[src/rtl/alu_pkg.sv]
// Shared ALU constants and select-decoding helpers used by the operand
// chooser and the opcode decoder.
package alu_pkg;

  localparam int ALU_OPERAND_W  = 6;
  localparam int MAX_OPERAND_CH = 16;

  // Returns 1 when exactly one bit is set; unused upper bits must be zero.
  function automatic logic is_onehot(input logic [MAX_OPERAND_CH-1:0] sel);
    int ones;
    ones = 0;
    for (int k = 0; k < MAX_OPERAND_CH; k++) begin
      if (sel[k]) begin
        ones = ones + 1;
      end else begin
        ones = ones + 0;
      end
    end
    return (ones == 1);
  endfunction

endpackage

[src/rtl/onehot_mux.sv]
// Combinational AND-OR operand mux; any channel whose select bit is clear
// contributes zero, so an all-zero select yields zero.
module onehot_mux
  import alu_pkg::*;
#(
  parameter int WIDTH  = ALU_OPERAND_W,
  parameter int NUM_CH = 2
) (
  input  logic [NUM_CH*WIDTH-1:0] in_data,
  input  logic [NUM_CH-1:0]       sel,
  output logic [WIDTH-1:0]        out_data
);

  logic [WIDTH-1:0] mux_s;

  // OR together every channel gated by its own select bit
  always_comb begin
    mux_s = '0;
    for (int k = 0; k < NUM_CH; k++) begin
      mux_s = mux_s | (in_data[k*WIDTH +: WIDTH] & {WIDTH{sel[k]}});
    end
  end

  assign out_data = mux_s;

endmodule

[src/rtl/alu_operand_select.sv]
// Registered one-hot operand selector with a one-entry valid/ready output
// buffer; malformed selects are consumed, flagged and counted.
module alu_operand_select
  import alu_pkg::*;
#(
  parameter int WIDTH     = ALU_OPERAND_W,
  parameter int NUM_CH    = 2,
  parameter int ERR_CNT_W = 8
) (
  input  logic                    clk,
  input  logic                    rst,
  input  logic [NUM_CH*WIDTH-1:0] in_data,
  input  logic [NUM_CH-1:0]       sel,
  input  logic                    in_valid,
  output logic                    in_ready,
  output logic [WIDTH-1:0]        out_data,
  output logic                    out_valid,
  input  logic                    out_ready,
  output logic                    sel_err,
  output logic [ERR_CNT_W-1:0]    err_count
);

  localparam logic [ERR_CNT_W-1:0] ERR_MAX = {ERR_CNT_W{1'b1}};
  localparam logic [ERR_CNT_W-1:0] ERR_ONE = {{(ERR_CNT_W-1){1'b0}}, 1'b1};

  logic [WIDTH-1:0]          mux_data_s;
  logic [MAX_OPERAND_CH-1:0] sel_ext_s;
  logic                      sel_ok_s;
  logic                      accept_s;

  logic [WIDTH-1:0]     out_data_r;
  logic                 out_valid_r;
  logic                 sel_err_r;
  logic [ERR_CNT_W-1:0] err_count_r;

  onehot_mux #(
    .WIDTH (WIDTH),
    .NUM_CH(NUM_CH)
  ) u_mux (
    .in_data (in_data),
    .sel     (sel),
    .out_data(mux_data_s)
  );

  // Zero-extend the select so the shared one-hot check sees a fixed width
  always_comb begin
    sel_ext_s             = '0;
    sel_ext_s[NUM_CH-1:0] = sel;
  end

  assign sel_ok_s = is_onehot(sel_ext_s);
  assign in_ready = !out_valid_r || out_ready;
  assign accept_s = in_valid && in_ready;

  // Output buffer, error pulse and saturating error counter
  always_ff @(posedge clk or posedge rst) begin
    if (rst) begin
      out_data_r  <= '0;
      out_valid_r <= 1'b0;
      sel_err_r   <= 1'b0;
      err_count_r <= '0;
    end else begin
      sel_err_r <= 1'b0;
      if (accept_s && sel_ok_s) begin
        out_data_r  <= mux_data_s;
        out_valid_r <= 1'b1;
      end else if (accept_s) begin
        // Bad select is swallowed: pending operand may still drain
        out_valid_r <= out_valid_r && !out_ready;
        sel_err_r   <= 1'b1;
        if (err_count_r != ERR_MAX) begin
          err_count_r <= err_count_r + ERR_ONE;
        end else begin
          err_count_r <= err_count_r;
        end
      end else if (out_valid_r && out_ready) begin
        out_valid_r <= 1'b0;
      end else begin
        out_valid_r <= out_valid_r;
      end
    end
  end

  assign out_data  = out_data_r;
  assign out_valid = out_valid_r;
  assign sel_err   = sel_err_r;
  assign err_count = err_count_r;

endmodule

[config.mk]
export PLATFORM = sky130hd
export DESIGN_NAME = alu_operand_select
export DESIGN_NICKNAME = d
export VERILOG_FILES = /design/src/rtl/alu_pkg.sv /design/src/rtl/onehot_mux.sv /design/src/rtl/alu_operand_select.sv
export SDC_FILE = /design/constraint.sdc
export NUM_CORES = 1
export LEC_CHECK = 0
export CORE_ASPECT_RATIO = 1.4
export CORE_UTILIZATION = 30
export DETAILED_ROUTE_END_ITERATION = 10
export PLACE_DENSITY = 0.59
export SLEW_MARGIN = 20
export SYNTH_ARGS = -nofsm -noshare
export SYNTH_HDL_FRONTEND = slang
export SYNTH_SLANG_ARGS = --single-unit
[constraint.sdc]
create_clock -name clk -period 2.05 [get_ports clk]
set_input_delay 0.41 -clock clk [delete_from_list [all_inputs] [get_ports clk]]
set_output_delay 0.41 -clock clk [all_outputs]
set_load 0.1 [all_outputs]
==> summary.md <==
| Metric | Value |
|---|---|
| Slew Limit Fails | `0` |
| Critical Path AT | `2.10 ns` |
| Cts repair resizes | `0` |
| Final design utilization | `0.4912` |
| Top post-synthesis cells by area | `dfrtp_1 (51%), xor2_1 (6.7%), a22oi_1 (5.8%)` |
| Slew margin rel. | `0.5922` |
| Sequential share of the synthesized area | `0.5136` |
| Setup TNS | `0 ns` |
| Routed len/inst | `11.50 µm` |
| Die area | `2809 µm²` |
| Starting Density | `0.3225` |
| Critical path type | `in -> reg` |
| Final min period | `1.942 ns` |
| CP Data Required Time | `2.21 ns` |
| First DRT Iteration DRCs | `6` |
| Post-synth top area share | `0.5136` |
| Max FO, Critical Path | `9` |
| CTS tree | `done` |
| Io pins | `35` |
| FF+latch area | `410.4 µm²` |
| Distinct cells, synth | `25` |
| Die Span Y | `62.31 µm` |
| Final #Nets | `130` |
| TritonCTS buffer count | `3` |
| Core area | `2417 µm²` |
| Critical path buffers and inverters | `1` |
| Layout cell share with drive strength beyond 1 | `0.3455` |
| Placement row count | `21` |
| VDD IR max | `0.5410 mV` |
| Area Growth Syn to Fin | `52.33%` |
| Hold slack | `0.4828 ns` |
| Fmax | `515.0 MHz` |
| Gr usage total | `0.1465` |
| DR vias | `654` |
| Max Cap Viol | `0` |
| Crit share post-route | `0.9472` |
| CP top delay family | `simple AND/OR/NAND/NOR gates` |
| CTS max path bufs | `2` |
| Chip width | `45.08 µm` |
| Diodes inserted | `0` |
| Vias per cell | `4.542` |
| Post-Syn Area | `779.5 µm²` |
| Hold_buf cts | `0` |
| Fin. Hold Viols | `0` |
| Yosys warns | `0` |
| Maximum level of the CTS H-tree | `1` |
| Min-Delay Path Class | `in -> async` |
| Routed Antenna Nets | `0` |
| Status | `completed` |
| Syn nets | `91` |
| Crit-path slowest cell | `or3b_1` |
| Setup crit start kind | `input pin` |
| Setup-failing EPs final | `0` |
| Pwr/cell area | `1441 nW/µm²` |
| Setup crit end kind | `register` |
| Syn Inst Count | `72` |
| Total setup buffers inserted after CTS | `0` |
| Post-Route Skew | `0.009090 ns` |
| Drc violations | `0` |
| Grt ovf | `0` |
| First-pass iteration count of the detailed router | `2` |
| First-pass GRT wire length | `3111 µm` |
| RD Place Congestion | `0.7804` |
| Clock sinks | `16` |
| IO Port Bufs | `34` |
| P_leak | `0.5424 nW` |
| Worst-Skew Late Latency | `0.28 ns` |
| Critical path cell sequence | `clkdlybuf4s50_1, xor2_1, or3b_1, nor4_4, mux2_1` |
| CTS Root Cell | `clkbuf_4` |
| Slew @ Worst Pin | `0.6111 ns` |
| Vias in the first global route | `731` |
| Clock-pin slew on the worst setup and hold paths | `0.10 ns` |
| Fill cells | `241` |
| #FFs+latches synth | `16` |
| Area of the multi-input gates | `342.8 µm²` |
| RSZ-0062 raised after global routing | `false` |
| Largest stage delay, worst path | `0.53 ns` |
| Synth area leader | `dfrtp_1` |
| Initial antenna violation count | `0` |
| Final HPWL DP | `1337 µm` |
| Post-synthesis average cell area | `10.83 µm²` |
| Largest net degree at the start of global routing | `17` |
| Post-Route WL | `1656 µm` |
==> synth_stat cells <==
library cell,instances
nor3b_1,1
or2_0,1
a22oi_1,6
nand2_1,11
o21ai_0,6
xor2_1,6
nor2_1,1
nor4_4,1
clkbuf_1,1
nor3_2,1
buf_2,1
nand3_1,3
nor4_1,1
nand2b_1,1
ha_1,1
nor4b_2,1
or3b_1,1
or2_2,1
mux2_1,2
inv_1,4
nor3_1,1
dfrtp_1,16
buf_6,2
nor4_2,1
a21oi_1,1
==> sequential cells by signal, indices dropped and copies added, names as in the netlist <==
signal	cells
out_valid	1
out_data	6
sel_err	1
err_count	8
==> layout make-up <==
class	instances	area share
sequential	16	0.3456
timing repair buffer	38	0.2866
multi-input combinational	48	0.2887
clock buffer	4	0.03056
tap	34	0.03583
inverter	4	0.01264
==> kinds of logic (layout without fill, tap and decap cells) <==
group,after synthesis,count (layout),synth area share
simple gates,26,26,0.2119
flops,16,16,0.5136
compound gates,13,13,0.1027
buf+inv,8,46,0.05937
xor+xnor,6,6,0.06742
mux,2,2,0.02889
fa+ha+maj,1,1,0.01605
==> path summary, 6_finish.rpt <==
check                      depth (start not counted)            to          from  slack [ns]
max in group asynchronous                          2     out_valid           rst        1.10
setup / recovery                                   5  err_count[7]        sel[0]        0.11
hold / removal                                     2       sel_err           rst        0.48
setup reg to reg                                   4  err_count[7]     out_valid        0.29
hold reg to reg                                    1  err_count[5]  err_count[5]        0.49
min in group clk                                   1  err_count[5]  err_count[5]        0.49
==> power breakdown <==
group          switching, mW  internal (mW)  total (mW)
combinational          0.788          0.220        1.01
clock                 0.0999          0.108       0.208
sequential            0.0821          0.413       0.495
total                  0.970          0.741        1.71
==> per-layer routing <==
| layer | vias up | track usage | wire length [µm] |
|---|---|---|---|
| li1 | 321 | - | - |
| met1 | 302 | 0.1642 | 631 |
| met2 | 29 | 0.2464 | 888 |
| met3 | 2 | 0.04651 | 121 |
| met4 | 0 | 0.05682 | 14 |
| met5 | - | 0 | 0 |
==> through the flow <==
step / instance area (µm²) / power (mW) / instances / setup WS [ns]
2_1_floorplan: 799.5 / 1.284 / 72 / -0.0001310
3_3_place_gp: 1151 / 1.509 / 140 / -0.1495
3_5_place_dp: 1151 / 1.521 / 140 / -0.1865
4_1_cts: 1187 / 1.733 / 144 / 0.1103
5_1_grt: 1187 / 1.802 / 144 / 0.02532
6_report: 1187 / 1.711 / 144 / 0.1083
==> placed cells by master (no fill, tap or decap), types with 2 or more instances in the layout <==
cell type	n
clkdlybuf4s50_1	17
mux2_1	2
dfrtp_1	10
clkbuf_4	3
buf_4	20
inv_1	4
dfrtp_2	5
nand3_1	3
xor2_1	6
nand2_1	11
o21ai_0	6
a22oi_1	6
Power figures use the tool's default switching activity.
